==> src/rtl/parking_space_manager_if.sv <==
// Parking space manager bus: gate/allocator side (master) and manager side (slave).
// Optional statistics ports are present when PARK_STATS_EN is defined.
interface parking_space_manager_if;
  localparam int unsigned NUM_SPACES = 8;
  localparam int unsigned CNT_W      = 4;
  localparam int unsigned IDX_W      = 3;

  logic                  car_enter;
  logic                  car_exit;
  logic [IDX_W-1:0]      exit_space;
  logic [IDX_W-1:0]      alloc_number;
  logic [NUM_SPACES-1:0] parking_capacity;
  logic                  alloc_enable;
  logic                  busy;
  logic                  grant;
  logic [IDX_W-1:0]      granted_space;
  logic                  reject;
  logic                  exit_error;
  logic [CNT_W-1:0]      free_count;
  logic                  full;
  logic                  empty;
`ifdef PARK_STATS_EN
  logic [15:0]           entry_total;
  logic [15:0]           reject_total;
`endif

  modport master (
    output car_enter, car_exit, exit_space, alloc_number,
    input  parking_capacity, alloc_enable, busy, grant, granted_space,
    input  reject, exit_error, free_count, full, empty
`ifdef PARK_STATS_EN
    , input entry_total, reject_total
`endif
  );

  modport slave (
    input  car_enter, car_exit, exit_space, alloc_number,
    output parking_capacity, alloc_enable, busy, grant, granted_space,
    output reject, exit_error, free_count, full, empty
`ifdef PARK_STATS_EN
    , output entry_total, reject_total
`endif
  );
endinterface

==> src/rtl/parking_space_manager.sv <==
// Parking space manager: holds the free-space bitmap (1 = free), sequences
// entry requests through an IDLE/LOOKUP FSM against the external allocator,
// releases spaces on exit and reports free count / full / empty.
// Optional macro PARK_STATS_EN adds saturating grant/reject totals.
module parking_space_manager (
  input logic                    clk,
  input logic                    rst_n,
  parking_space_manager_if.slave bus
);
  localparam int unsigned NUM_SPACES = 8;
  localparam int unsigned CNT_W      = 4;
  localparam int unsigned IDX_W      = 3;

  localparam logic [0:0] ST_IDLE   = 1'b0;
  localparam logic [0:0] ST_LOOKUP = 1'b1;

  logic [0:0]            state, state_nxt;
  logic [NUM_SPACES-1:0] capacity_q, capacity_nxt;
  logic [CNT_W-1:0]      free_count_q, free_count_nxt;
  logic                  full_q, empty_q;
  logic                  alloc_enable_q, alloc_enable_nxt;
  logic                  busy_q, busy_nxt;
  logic                  grant_q, grant_nxt;
  logic                  reject_q, reject_nxt;
  logic                  exit_error_q, exit_error_nxt;
  logic [IDX_W-1:0]      granted_space_q, granted_space_nxt;

  // Number of set bits in a bitmap; keeps the count tied to the bitmap itself.
  function automatic logic [CNT_W-1:0] count_free(input logic [NUM_SPACES-1:0] bm);
    logic [CNT_W-1:0] n;
    n = '0;
    for (int i = 0; i < NUM_SPACES; i++) begin
      n = n + CNT_W'(bm[i]);
    end
    return n;
  endfunction

  // Next state, next outputs and next bitmap (allocation commit plus exit release).
  always_comb begin
    state_nxt         = state;
    alloc_enable_nxt  = 1'b0;
    busy_nxt          = 1'b0;
    grant_nxt         = 1'b0;
    reject_nxt        = 1'b0;
    exit_error_nxt    = 1'b0;
    granted_space_nxt = granted_space_q;
    capacity_nxt      = capacity_q;

    case (state)
      ST_IDLE: begin
        if (bus.car_enter) begin
          state_nxt        = ST_LOOKUP;
          alloc_enable_nxt = 1'b1;
          busy_nxt         = 1'b1;
        end
      end
      ST_LOOKUP: begin
        state_nxt = ST_IDLE;
        if (capacity_q == '0) begin
          reject_nxt = 1'b1;
        end else begin
          grant_nxt                       = 1'b1;
          granted_space_nxt               = bus.alloc_number;
          capacity_nxt[bus.alloc_number] = 1'b0;
        end
      end
      default: state_nxt = ST_IDLE;
    endcase

    // An exit naming a free space (including the one being granted now) is an error.
    if (bus.car_exit) begin
      if (capacity_q[bus.exit_space]) begin
        exit_error_nxt = 1'b1;
      end else begin
        capacity_nxt[bus.exit_space] = 1'b1;
      end
    end

    free_count_nxt = count_free(capacity_nxt);
  end

  // State register and registered outputs.
  always_ff @(posedge clk or negedge rst_n) begin
    if (!rst_n) begin
      state           <= ST_IDLE;
      capacity_q      <= '1;
      free_count_q    <= CNT_W'(NUM_SPACES);
      full_q          <= 1'b0;
      empty_q         <= 1'b1;
      alloc_enable_q  <= 1'b0;
      busy_q          <= 1'b0;
      grant_q         <= 1'b0;
      reject_q        <= 1'b0;
      exit_error_q    <= 1'b0;
      granted_space_q <= '0;
    end else begin
      state           <= state_nxt;
      capacity_q      <= capacity_nxt;
      free_count_q    <= free_count_nxt;
      full_q          <= (free_count_nxt == '0);
      empty_q         <= (free_count_nxt == CNT_W'(NUM_SPACES));
      alloc_enable_q  <= alloc_enable_nxt;
      busy_q          <= busy_nxt;
      grant_q         <= grant_nxt;
      reject_q        <= reject_nxt;
      exit_error_q    <= exit_error_nxt;
      granted_space_q <= granted_space_nxt;
    end
  end

`ifdef PARK_STATS_EN
  logic [15:0] entry_total_q, reject_total_q;

  // Saturating grant/reject totals, updated on the edge that raises the pulse.
  always_ff @(posedge clk or negedge rst_n) begin
    if (!rst_n) begin
      entry_total_q  <= '0;
      reject_total_q <= '0;
    end else begin
      if (grant_nxt && (entry_total_q != 16'hFFFF)) begin
        entry_total_q <= entry_total_q + 16'd1;
      end
      if (reject_nxt && (reject_total_q != 16'hFFFF)) begin
        reject_total_q <= reject_total_q + 16'd1;
      end
    end
  end

  assign bus.entry_total  = entry_total_q;
  assign bus.reject_total = reject_total_q;
`endif

  assign bus.parking_capacity = capacity_q;
  assign bus.free_count       = free_count_q;
  assign bus.full             = full_q;
  assign bus.empty            = empty_q;
  assign bus.alloc_enable     = alloc_enable_q;
  assign bus.busy             = busy_q;
  assign bus.grant            = grant_q;
  assign bus.reject           = reject_q;
  assign bus.exit_error       = exit_error_q;
  assign bus.granted_space    = granted_space_q;
endmodule
==> src/flat_wrapper.sv <==
// flat-port wrapper written by rule: the top's interface ports become plain ports
module parking_space_manager_flat 
  (clk, rst_n, bus_car_enter, bus_car_exit, bus_exit_space, bus_alloc_number, bus_parking_capacity, bus_alloc_enable, bus_busy, bus_grant, bus_granted_space, bus_reject, bus_exit_error, bus_free_count, bus_full, bus_empty);
  parking_space_manager_if bus_i ();
  input logic clk;
  input logic rst_n;
  input wire logic [$bits(bus_i.car_enter)-1:0] bus_car_enter;
  input wire logic [$bits(bus_i.car_exit)-1:0] bus_car_exit;
  input wire logic [$bits(bus_i.exit_space)-1:0] bus_exit_space;
  input wire logic [$bits(bus_i.alloc_number)-1:0] bus_alloc_number;
  output wire logic [$bits(bus_i.parking_capacity)-1:0] bus_parking_capacity;
  output wire logic [$bits(bus_i.alloc_enable)-1:0] bus_alloc_enable;
  output wire logic [$bits(bus_i.busy)-1:0] bus_busy;
  output wire logic [$bits(bus_i.grant)-1:0] bus_grant;
  output wire logic [$bits(bus_i.granted_space)-1:0] bus_granted_space;
  output wire logic [$bits(bus_i.reject)-1:0] bus_reject;
  output wire logic [$bits(bus_i.exit_error)-1:0] bus_exit_error;
  output wire logic [$bits(bus_i.free_count)-1:0] bus_free_count;
  output wire logic [$bits(bus_i.full)-1:0] bus_full;
  output wire logic [$bits(bus_i.empty)-1:0] bus_empty;
  assign bus_i.car_enter = bus_car_enter;
  assign bus_i.car_exit = bus_car_exit;
  assign bus_i.exit_space = bus_exit_space;
  assign bus_i.alloc_number = bus_alloc_number;
  assign bus_parking_capacity = bus_i.parking_capacity;
  assign bus_alloc_enable = bus_i.alloc_enable;
  assign bus_busy = bus_i.busy;
  assign bus_grant = bus_i.grant;
  assign bus_granted_space = bus_i.granted_space;
  assign bus_reject = bus_i.reject;
  assign bus_exit_error = bus_i.exit_error;
  assign bus_free_count = bus_i.free_count;
  assign bus_full = bus_i.full;
  assign bus_empty = bus_i.empty;
  parking_space_manager u_core (.clk(clk), .rst_n(rst_n), .bus(bus_i));
endmodule
==> config.mk <==
export PLATFORM = sky130hd
export DESIGN_NAME = parking_space_manager_flat
export DESIGN_NICKNAME = d
export VERILOG_FILES = /design/src/rtl/parking_space_manager_if.sv /design/src/rtl/parking_space_manager.sv /design/src/flat_wrapper.sv
export SDC_FILE = /design/constraint.sdc
export NUM_CORES = 1
export LEC_CHECK = 0
export ABC_CLOCK_PERIOD_IN_PS = 5800
export CAP_MARGIN = 5
export CORE_AREA = 2 2 59 61
export DETAILED_ROUTE_END_ITERATION = 10
export DIE_AREA = 0 0 61 63
export PLACE_DENSITY = 0.68
export SKIP_LAST_GASP = 1
export SLEW_MARGIN = 20
export SYNTH_ARGS = -nofsm -noshare
export SYNTH_HDL_FRONTEND = slang
export SYNTH_SLANG_ARGS = --single-unit
==> constraint.sdc <==
create_clock -name clk -period 5.8 [get_ports clk]
set_clock_uncertainty 0.15 [all_clocks]
set_input_delay 0.58 -clock clk [delete_from_list [all_inputs] [get_ports clk]]
set_output_delay 0.58 -clock clk [all_outputs]
set_load 0.01 [all_outputs]
# Word level (Yosys, flattened, before mapping)
# Cells that the tools add are included.
totals:
  wordCells: 51
  register_bits: 22
  output_inout_bits: 22
classes:
  n_reduce_logical: 5
  eq_ne: 1
  bitwise_logic: 5
  addsub: 7
  mux: 19
  n_lt_le_gt_ge: 4
op_table:
  columns: ["op", "n"]
  rows:
  - ["two-way mux 8 bit", 4]
  - ["adder 4 x 1 -> 4 bit", 6]
  - ["two-way mux 1 bit", 11]
  - ["AND 8 bit", 1]
  - ["logical NOT 8 bit", 1]
  - ["less-than comparator 3 x 4 -> 1 bit, second input constant", 2]
  - ["NOT 8 bit", 1]
  - ["OR 8 bit", 1]
  - ["demux 1 bit (select 3 bit)", 2]
  - [">= comparator 3 x 1 -> 1 bit, second input constant", 2]
  - ["equality test 4 bit, second input constant", 1]
  - ["logical NOT 4 bit", 1]
  - ["binary-select mux 1 bit (select 3 bit)", 1]
  - ["adder 1 x 1 -> 2 bit", 1]
  - ["logical AND 1 bit", 2]
  - ["NOT 1 bit", 2]
  - ["case mux 1 bit (2 select lines)", 1]
  - ["AND reduction 2 bit", 1]

# Longest topological paths before layout
# Gate-level depths: netlist of the first run.
depth:
  ltp_word: 19
  depth_mapped: 15

# Worst setup path after synthesis of the first run
# OpenSTA, ideal clock, no wires.
synth_timing:
  path_type: "input-to-reg"
  startpoint: "in bus_exit_space[0]"
  endpoint: "reg u_core.empty_q (netlist: u_core.bus.empty)"
  cell_stages: 14
  path_slack_ns: 1.217
  t_arrival_ns: 4.365
  setup_ns: 0.068
  required_ns: 5.582
  cell_sequence: "mux2_1 > a22o_1 > a211oi_2 > buf_6 > a32o_1 > ha_1 > fa_1 > inv_1 > fa_1 > fa_1 > fa_1 > inv_1 > or3_1 > nor2_1"
synth_via:
  elab_chain_cells: 15
  elab_cells_between_ends: 18
synth_rtl:
  columns: ["element", "line", "rtl"]
  rows:
  - ["from (decl)", "flat_wrapper.sv:9", "input wire logic [$bits(bus_i.exit_space)-1:0] bus_exit_space;"]
  - ["less-than comparator 3 x 4 -> 1 bit (not written as such) / >= comparator 3 x 1 -> 1 bit (equally long branches)", "parking_space_manager.sv:75", "capacity_nxt[bus.exit_space] = 1'b1;"]
  - ["logical AND 1 bit (not written as such)", "parking_space_manager.sv:75", null]
  - ["two-way mux 1 bit (not written as such)", "parking_space_manager.sv:75", null]
  - ["demux 1 bit (select 3 bit)", null, null]
  - ["OR 8 bit (no line)", null, null]
  - ["two-way mux 8 bit *", "parking_space_manager.sv:72", "if (capacity_q[bus.exit_space]) begin"]
  - ["two-way mux 8 bit *", "parking_space_manager.sv:71", "if (bus.car_exit) begin"]
  - ["via u_core.capacity_nxt[0]", "parking_space_manager.sv:18", "logic [NUM_SPACES-1:0] capacity_q, capacity_nxt;"]
  - ["adder 1 x 1 -> 2 bit *", "parking_space_manager.sv:33", "n = n + CNT_W'(bm[i]);"]
  - ["adder 4 x 1 -> 4 bit * (6 in series)", "parking_space_manager.sv:33", null]
  - ["via u_core.free_count_nxt[1]", "parking_space_manager.sv:19", "logic [CNT_W-1:0] free_count_q, free_count_nxt;"]
  - ["equality test 4 bit *", "parking_space_manager.sv:101", "empty_q <= (free_count_nxt == CNT_W'(NUM_SPACES));"]
  - ["to (signal assigned)", "parking_space_manager.sv:101", null]
  - ["to (decl)", "parking_space_manager.sv:20", "logic full_q, empty_q;"]
# Mark *: on every way through the listed nets, which the timed path passes. The rest lies on a longest branch. The select of a mux whose other input is x is not followed.
# A chain may end at the register's enable or synchronous reset.

# Worst setup path in the final report of the first run
# Ends and elaborated chain as after synthesis.

==> flow_metrics.py, run 1 <==
metrics = {
    "hold_path": {
        "hold_start": "u_core.bus.granted_space[0]",
        "worstHoldPathType": "flop to flop",
        "min_to": "u_core.bus.granted_space[0]",
        "hold_path_depth": 1,
    },
    "outcome": {
        "outcome": "finished clean",
    },
    "final_layout": {
        "nNetsFinal": 142,
        "layout-drive-gt1-share": 0.161,
        "diodes": 0,
        "ff_latch_area_sq_um": 538,
        "final_cell_mix": "clkdlybuf4s50_1, dfrtp_1, dfstp_2, nor2b_1, a32o_1",
        "layout_commonest_cell": "clkdlybuf4s50_1",
        "areaGrowthSynthToFinish_pct": 35.1,
        "final.fill_count": 314,
        "multi_input_area_sq_um": 505,
    },
    "timing": {
        "rsz0062_at_grt": "false",
        "fmax_mhz": 201,
        "worst_pin_slew_ps": 870,
        "hold_viol": 0,
        "max-slew-margin-rel": 0.418,
        "setup_viol": 0,
        "min_period_over_period": 0.856,
        "final_max_slew_viol_count": 0,
        "layout_setup_ws_ps": 836,
        "tns_ps": 0,
        "fin_crit_ps": 4960,
    },
    "synth": {
        "synth_edf_count": 0,
        "syn-cell-area_sq_mm": 0.00109,
        "yosys_warnings": 0,
        "netlist_instances": 91,
        "synthFlopType": "dfrtp_1",
        "async_flop_share": 1.00,
        "synthDistinctLibCells": 28,
        "ys_seq_area_frac": 0.493,
        "syn-num-nets": 108,
        "avgSynthCellArea_sq_um": 12.0,
        "ys_seq_elements": 21,
    },
    "route": {
        "first_iter_violations": 33,
        "dr.pass1.iters": 4,
        "viasPerCell": 5.12,
        "drc": 0,
        "routed_wirelength_um": 2430,
        "drtAntennaViolNets": 0,
        "num_vias": 871,
        "wl_per_cell_um": 14.3,
    },
    "power": {
        "power_density_mw_per_mm2": 464,
        "irDropWorstVdd_v": 0.000273,
        "power.leakage_nw": 0.592,
    },
    "clock_tree": {
        "clock_latency_ps": 320,
        "cts-buffers-inserted": 3,
        "cts_tree": "yes",
        "cts_sinks": 21,
        "clkTransAtPathRegs_ps": 130,
        "cts_buffer_depth": 2,
        "ctsResizeCount": 0,
        "cts_hold_buffers": 0,
        "post_cts_buffers": 0,
        "root_buffer": "clkbuf_4",
        "htree_num_levels": 1,
    },
    "grt": {
        "grt_pass1_vias": 899,
        "grt_max_degree": 22,
        "grt_use_total": 0.135,
        "grt_pass1_wl_um": 3910,
        "global_route.overflow_total": 0,
        "antenna_found_initial": 0,
    },
    "worst_setup_path": {
        "r2r_cells": 13,
        "rrSetupSlack_ps": 1350,
        "crit_fanout": 6,
        "worst-setup-path-type": "input port to flop",
        "worstReg2RegEnd": "u_core.bus.empty",
        "worst_setup_path_end_kind": "flop",
        "timing.rr.start": "u_core.bus.parking_capacity[3]",
        "worst_ep_arrival_time_ps": 5080,
        "cp.required_ps": 5920,
        "startpoint_type": "input port",
    },
    "place": {
        "dp_slack_ps": 492,
        "portBuffers": 31,
        "place_congestion": 0.805,
        "hpwl_um": 1870,
    },
    "job": {
        "drv_cap": 0,
    },
    "floorplan": {
        "coreArea_sq_mm": 0.00323,
        "num_io_pins": 32,
        "die_x_um": 61,
        "initial_core_util": 0.338,
        "fp.dieH_um": 63,
        "rows": 21,
        "dieArea_sq_mm": 0.00384,
    },
}
[cells in the mapped netlist (2+ instances only)]
library cell  instances  area share
a32o_1                8       0.073
a32oi_1               4       0.032
and2_1                2       0.011
dfrtp_1              11        0.25
dfstp_2              10        0.24
fa_1                  4       0.073
ha_1                  3       0.034
inv_1                 7       0.024
mux2_1                2       0.021
mux2_2                4       0.041
nand2_1               5       0.017
nand3_1               4       0.018
nor2_1                4       0.014
nor2b_1               8       0.046
nor4_1                2       0.011
[final cells by class]
class / count / area share
Multi-Input combinational cell: 60 / 0.343
Inverter: 7 / 0.0178
Sequential cell: 21 / 0.365
Timing Repair Buffer: 32 / 0.215
Clock buffer: 3 / 0.0153
Tap cell: 46 / 0.0390
Clock inverter: 1 / 0.00509
[how the worst max path moves through the flow]
| stage | startpoint | end | slack, ps | cells after the start |
|---|---|---|---|---|
| 2_1_floorplan | bus_exit_space[0] | u_core.bus.empty | 1220 | 14 |
| 3_3_place_gp | bus_exit_space[0] | u_core.bus.full | 580 | 14 |
| 3_5_place_dp | bus_exit_space[0] | u_core.bus.empty | 490 | 14 |
| 4_1_cts | bus_exit_space[0] | u_core.bus.empty | 830 | 14 |
| 5_1_grt | bus_exit_space[0] | u_core.bus.empty | 650 | 14 |
| 6_report | bus_exit_space[0] | u_core.bus.empty | 840 | 14 |
[critical path: stages]
cell	delay (ps)
clkdlybuf4s50_1	590
mux2_1	340
a22o_1	240
a211oi_2	280
a32o_1	260
ha_1	260
fa_1	510
inv_1	50
fa_1	480
fa_1	450
fa_1	500
inv_1	50
or3_1	380
nor2_1	100
[registers in the layout, summed over array words and instances, names as in the netlist]
| signal | count |
|---|---|
| u_core.bus.granted_space | 3 |
| u_core.bus.free_count | 4 |
| u_core.bus.full | 1 |
| u_core.bus.parking_capacity | 8 |
| u_core.bus.alloc_enable | 1 |
| u_core.bus.exit_error | 1 |
| u_core.bus.empty | 1 |
| u_core.bus.grant | 1 |
| u_core.bus.reject | 1 |
[layer usage]
| layer | global-route usage | wire [um] | vias to the layer above |
|---|---|---|---|
| met5 | 0 | 0 | - |
| li1 | - | - | 396 |
| met3 | 0.0166 | 131 | 11 |
| met1 | 0.161 | 959 | 424 |
| met2 | 0.222 | 1240 | 40 |
| met4 | 0.0815 | 102 | 0 |
[metrics by stage]
| stage | area (sq um) | hold slack [ps] | cells | power, mW | util |
|---|---|---|---|---|---|
| after CTS | 1480 | 375 | 170 | 0.696 | 0.456 |
| after floorplan | 1090 | 134 | 91 | 0.467 | - |
| after detailed placement | 1450 | 345 | 166 | 0.622 | 0.447 |
| after global routing | 1480 | 395 | 170 | 0.744 | 0.456 |
| after global placement | 1450 | 342 | 166 | 0.602 | 0.447 |
| final | 1480 | 371 | 170 | 0.685 | 0.456 |
[kinds of logic after synthesis]
| family | after synthesis | synth area share |
|---|---|---|
| DFF | 21 | 0.493 |
| adders and majority gates | 7 | 0.108 |
| xor gates and xnor gates | 1 | 0.00802 |
| and+or+nand+nor | 30 | 0.147 |
| buffers and inverters | 10 | 0.0447 |
| muxes | 7 | 0.0710 |
| AOI/OAI and AO/OA | 15 | 0.129 |
[where the power goes]
part	switching [mW]	internal [mW]	total, mW
registers	0.0321	0.208	0.240
logic	0.179	0.192	0.371
clock network	0.0472	0.0264	0.0736
total	0.258	0.427	0.685
Power figures use the tool's default switching activity.
==> run 2, diff against run 1 <==
- CORE_AREA: 2 2 59 61 -> 2 2 52 54
- DIE_AREA: 0 0 61 63 -> 0 0 54 56
- PLACE_DENSITY: 0.68 -> 0.83
==> run 2 against run 1 <==
Flip-flop and latch count is the same. Die area fell by 21%. Clock power down 2%. Setup slack got worse by 80 ps. Combinational power about the same. Global-route usage up 4.3 points. Register-to-register slack got worse by 70 ps. Maximum frequency is 1.6% lower. Non-clock buffer count grew 1. Highest routed layer unchanged.
==> flow_metrics.py, run 2 (same netlist as run 1, synthesis figures left out) <==
metrics = {
    "worst_setup_path": {
        "worst_setup_path_end_kind": "flop",
        "worst_ep_arrival_time_ps": 5140,
        "crit_chain": "clkdlybuf4s50_1, mux2_1, a22o_1, a211oi_2, buf_4, a32o_1, ha_1, fa_1, inv_1, fa_1, fa_1, fa_1, inv_1, or3_1, nor2_1",
        "cp_slowest_cell": "clkdlybuf4s50_1",
        "slowest_delay_ps": 600,
        "cp.required_ps": 5900,
        "path_common_cell": "fa_1",
        "worst-setup-path-type": "input port to flop",
        "crit_fanout": 7,
        "startpoint_type": "input port",
    },
    "timing": {
        "max-slew-margin-rel": 0.399,
        "fmax_mhz": 198,
        "worst_pin_slew_ps": 899,
        "hold_viol": 0,
        "rsz0062_at_grt": "false",
        "fin_crit_ps": 5040,
        "setup_viol": 0,
        "final_max_slew_viol_count": 0,
        "tns_ps": 0,
        "min_period_over_period": 0.870,
    },
    "route": {
        "first_iter_violations": 16,
        "wl_per_cell_um": 15.6,
        "num_vias": 893,
        "drtAntennaViolNets": 0,
        "dr.pass1.iters": 4,
        "drc": 0,
        "routed_wirelength_um": 2420,
        "viasPerCell": 5.76,
    },
    "clock_tree": {
        "clkTransAtPathRegs_ps": 120,
        "cts-buffers-inserted": 3,
        "cts_sinks": 21,
        "htree_num_levels": 1,
        "root_buffer": "clkbuf_4",
        "cts_hold_buffers": 0,
        "clock_latency_ps": 310,
        "post_cts_buffers": 0,
        "cts_buffer_depth": 2,
        "cts_tree": "yes",
        "ctsResizeCount": 0,
    },
    "grt": {
        "grt_pass1_wl_um": 3930,
        "grt_max_degree": 22,
        "grt_pass1_vias": 877,
        "global_route.overflow_total": 0,
        "antenna_found_initial": 0,
        "grt_use_total": 0.178,
    },
    "floorplan": {
        "dieArea_sq_mm": 0.00302,
        "initial_core_util": 0.449,
        "coreArea_sq_mm": 0.00243,
        "fp.dieH_um": 56,
        "die_x_um": 54,
        "num_io_pins": 32,
        "rows": 18,
    },
    "power": {
        "p_switching_mw": 0.256,
        "clockPowerShare": 0.106,
        "seqPwrFrac": 0.351,
        "power.leakage_nw": 0.597,
        "power_density_mw_per_mm2": 466,
        "p_int_mw": 0.426,
        "irDropWorstVdd_v": 0.000260,
        "swShare": 0.376,
        "p_comb_frac": 0.543,
    },
    "place": {
        "post-place-cells": 151,
        "postPlaceCellArea_sq_mm": 0.00143,
        "place_congestion": 0.932,
        "hpwl_um": 1920,
        "portBuffers": 31,
    },
    "final_layout": {
        "multi_input_area_sq_um": 505,
        "instances_no_fill": 155,
        "nNetsFinal": 143,
        "layout_commonest_cell": "clkdlybuf4s50_1",
        "ff_latch_area_sq_um": 538,
        "final.fill_count": 206,
        "layout-drive-gt1-share": 0.168,
        "largest_reg_flops": 8,
        "areaGrowthSynthToFinish_pct": 33.9,
        "diodes": 0,
        "final_cell_mix": "clkdlybuf4s50_1, dfrtp_1, dfstp_2, nor2b_1, a32o_1",
        "finish.instance_area_sq_mm": 0.00146,
    },
    "job": {
        "drv_cap": 0,
    },
    "outcome": {
        "outcome": "finished clean",
    },
    "hold_path": {
        "worstHoldPathType": "flop to flop",
    },
}
[run 2: cell types whose count changed in the layout (fill, tap and decap cells not counted), sizes merged]
cell	previous run	this run
buf	1	2
[run 2: stage by stage]
| stage | hold WS [ps] | worst slack (ps) | power (mW) | util |
|---|---|---|---|---|
| 3_5_place_dp | 350 | 406 | 0.621 | 0.589 |
| 2_1_floorplan | 134 | 1220 | 0.467 | - |
| 5_1_grt | 395 | 549 | 0.753 | 0.601 |
| 6_report | 375 | 756 | 0.682 | 0.601 |
| 3_3_place_gp | 340 | 533 | 0.598 | 0.589 |
| 4_1_cts | 377 | 746 | 0.695 | 0.601 |
[run 2: power by group through the flow]
stage | logic [mW] | clock network (mW) | registers (mW)
after floorplan | 0.211 | 0 | 0.256
after global placement | 0.359 | 0 | 0.239
after detailed placement | 0.379 | 0 | 0.242
after CTS | 0.380 | 0.0756 | 0.239
after global routing | 0.428 | 0.0803 | 0.245
final | 0.370 | 0.0722 | 0.240
[run 2: final timing paths]
| check | start | to | slack (ps) | cells after the start |
|---|---|---|---|---|
| hold / removal | u_core.bus.granted_space[2] | u_core.bus.granted_space[2] | 380 | 1 |
| max in group asynchronous | rst_n | u_core.bus.free_count[1] | 4340 | 1 |
| setup reg to reg | u_core.bus.parking_capacity[5] | u_core.bus.empty | 1280 | 14 |
| hold reg to reg | u_core.bus.granted_space[2] | u_core.bus.granted_space[2] | 380 | 1 |
| setup / recovery | bus_exit_space[0] | u_core.bus.empty | 760 | 15 |
| min in group asynchronous | rst_n | u_core.bus.exit_error | 610 | 1 |
[run 2: worst max-delay path, delay by kind of cell]
family | cells | cell delay (ps)
fa+ha+maj | 5 | 2170
buf+inv | 4 | 900
compound gates | 3 | 640
simple gates | 2 | 490
mux | 1 | 350
[run 2: area by class of cell]
| cell class | count | share of cell area |
|---|---|---|
| Sequential cell | 21 | 0.368 |
| Multi-Input combinational cell | 60 | 0.346 |
| Timing Repair Buffer | 33 | 0.222 |
| Tap cell | 30 | 0.0257 |
| Inverter | 7 | 0.0180 |
| Clock buffer | 3 | 0.0154 |
| Clock inverter | 1 | 0.00513 |
[run 2: layer usage]
layer	vias to the layer above	track usage	wire, um
met5	-	0	0
li1	399	-	-
met2	47	0.314	1300
met1	439	0.196	888
met4	0	0.0607	53
met3	8	0.0511	171
==> RTL change, RTL diff (config.mk and constraints of run 2) <==
`NUM_SPACES` is set to 8 in 2 places; all go to 10.
--- a/src/rtl/parking_space_manager_if.sv
+++ b/src/rtl/parking_space_manager_if.sv
@@ -1,7 +1,7 @@
 // Parking space manager bus: gate/allocator side (master) and manager side (slave).
 // Optional statistics ports are present when PARK_STATS_EN is defined.
 interface parking_space_manager_if;
-  localparam int unsigned NUM_SPACES = 8;
+  localparam int unsigned NUM_SPACES = 10;
   localparam int unsigned CNT_W      = 4;
   localparam int unsigned IDX_W      = 3;
 
--- a/src/rtl/parking_space_manager.sv
+++ b/src/rtl/parking_space_manager.sv
@@ -7,7 +7,7 @@
   input logic                    rst_n,
   parking_space_manager_if.slave bus
 );
-  localparam int unsigned NUM_SPACES = 8;
+  localparam int unsigned NUM_SPACES = 10;
   localparam int unsigned CNT_W      = 4;
   localparam int unsigned IDX_W      = 3;
 
Ports: changed (resized bus_parking_capacity); port bits go from 32 to 34. The function was not compared with the original's and may differ.
==> RTL change against run 2 <==
Setup slack improved by 0.40 ns; critical endpoint is now u_core.bus.full$_DFF_PN0_; area after synthesis increased by 2.3%; via count is 1.1% lower; first-iteration DRC count grew 63%; wire length increased by 3.4%; clock power grew 61%; largest power group unchanged; cell area is 0.26% higher; power up 9.8%; sequential cell count down 1; die area unchanged; highest routed layer unchanged.
==> RTL change: results (changes against run 2) <==
stage	metric	value	unit	change
drt	wl_met2	1.29	mm	-1.2%
synth	synth_compound_area_share	14.7	%	+1.7 points
placed_design	dp_hpwl	1.82	mm	-4.9%
worst_hold_path	hp-start	u_core.bus.granted_space[0]$_DFFE_PN0P_		
final_layout	final_area	1470	µm²	+0.26%
timing	tightest_slew	0.887	ns	-0.0121 ns
run_status	status	finished, final reports clean		
pwr	seqPwrFrac	31.1	%	-4.0 points
global_routing	global_route.usage.met1	20.2	%	+0.62 points
placed_design	gp_congestion	0.906		-2.8%
global_routing	use_met2	30.3	%	-1.0 points
placed_design	place_inst	149		-1.3%
placed_design	io_buffers	30		-3.2%
placed_design	preCtsSetupSlack	0.879	ns	+0.473 ns
global_routing	grt_max_degree	21		-4.5%
setup_path	max_stage_delay	0.64	ns	+0.04 ns
synth	avgSynthCellArea	11.8	µm²	-2.0%
global_routing	grt_pass1_vias	857		-2.3%
drt	viasPerCell	5.77		+0.17%
pwr	sw_frac_of_total	36.9	%	-0.70 points
setup_path	r2r_end	u_core.bus.full$_DFF_PN0_		
synth	synthAdderAreaFrac	11.6	%	+0.88 points
worst_hold_path	holdPathEnd	u_core.bus.granted_space[0]$_DFFE_PN0P_		
timing	fin_hold_ws	0.375	ns	-0.000527 ns
setup_path	worst_ep_arrival_time	4.71	ns	-0.43 ns
global_routing	track_usage	17.9	%	+0.083 points
setup_path	critical_path.max_fanout	6		-1
setup_path	cpMaxStageDelayCell	clkdlybuf4s50_1		
drt	post_drt_wl_per_cell	16.3	µm	+4.7%
final_layout	drive_gt1_share	17.9	%	+1.1 points
final_layout	fill_cells	201		-2.4%
drt	met3_length	209	µm	+22%
clocking	htree_levels	1		unchanged
placed_design	place_area	1410	µm²	-1.3%
drt	drt_iter0_drc	26		+10
synth	synth_xor_area_share	0.784	%	-0.018 points
final_layout	fin_nets	142		-0.70%
pwr	seq_power	233	µW	-3%
setup_path	reg2regPathDepth	12		-2
synth	ys_types	30		+7.1%
synth	synth_area_leaders	dfstp_2 (26%), dfrtp_1 (20%), a32o_1 (7.2%)		
pwr	pwr-share-clk	15.4	%	+4.8 points
pwr	total_leakage_power	0.000594	µW	-0.49%
drt	wl_met1	933	µm	+5.1%
synth	ys_seq_area_share	46.0	%	-3.2 points
RTL change: cell count changes after synthesis, moves of 2 or more:
| cell | change |
|---|---|
| a32oi_1 | +2 |
| conb_1 | +2 |
| nor2_1 | -2 |
| buf_4 | +3 |
| dfrtp_1 | -2 |
| clkbuf_1 | +2 |
RTL change: area by class of cell:
type                       count  area share [%]
timing repair buffer          31            21.0
multi-input combinational     61            36.0
sequential                    20            35.1
clock inverter                 1            2.05
tap                           30            2.56
inverter                       7            1.79
clock buffer                   3            1.54
RTL change: worst max path at each step:
stage | slack (ns) | to | cells past startpoint
2_1_floorplan | 1.55 | u_core.bus.full$_DFF_PN0_ | 13
3_3_place_gp | 1.05 | u_core.bus.full$_DFF_PN0_ | 13
3_5_place_dp | 0.88 | u_core.bus.full$_DFF_PN0_ | 13
4_1_cts | 1.18 | u_core.bus.full$_DFF_PN0_ | 13
5_1_grt | 0.98 | u_core.bus.full$_DFF_PN0_ | 13
6_report | 1.15 | u_core.bus.full$_DFF_PN0_ | 13
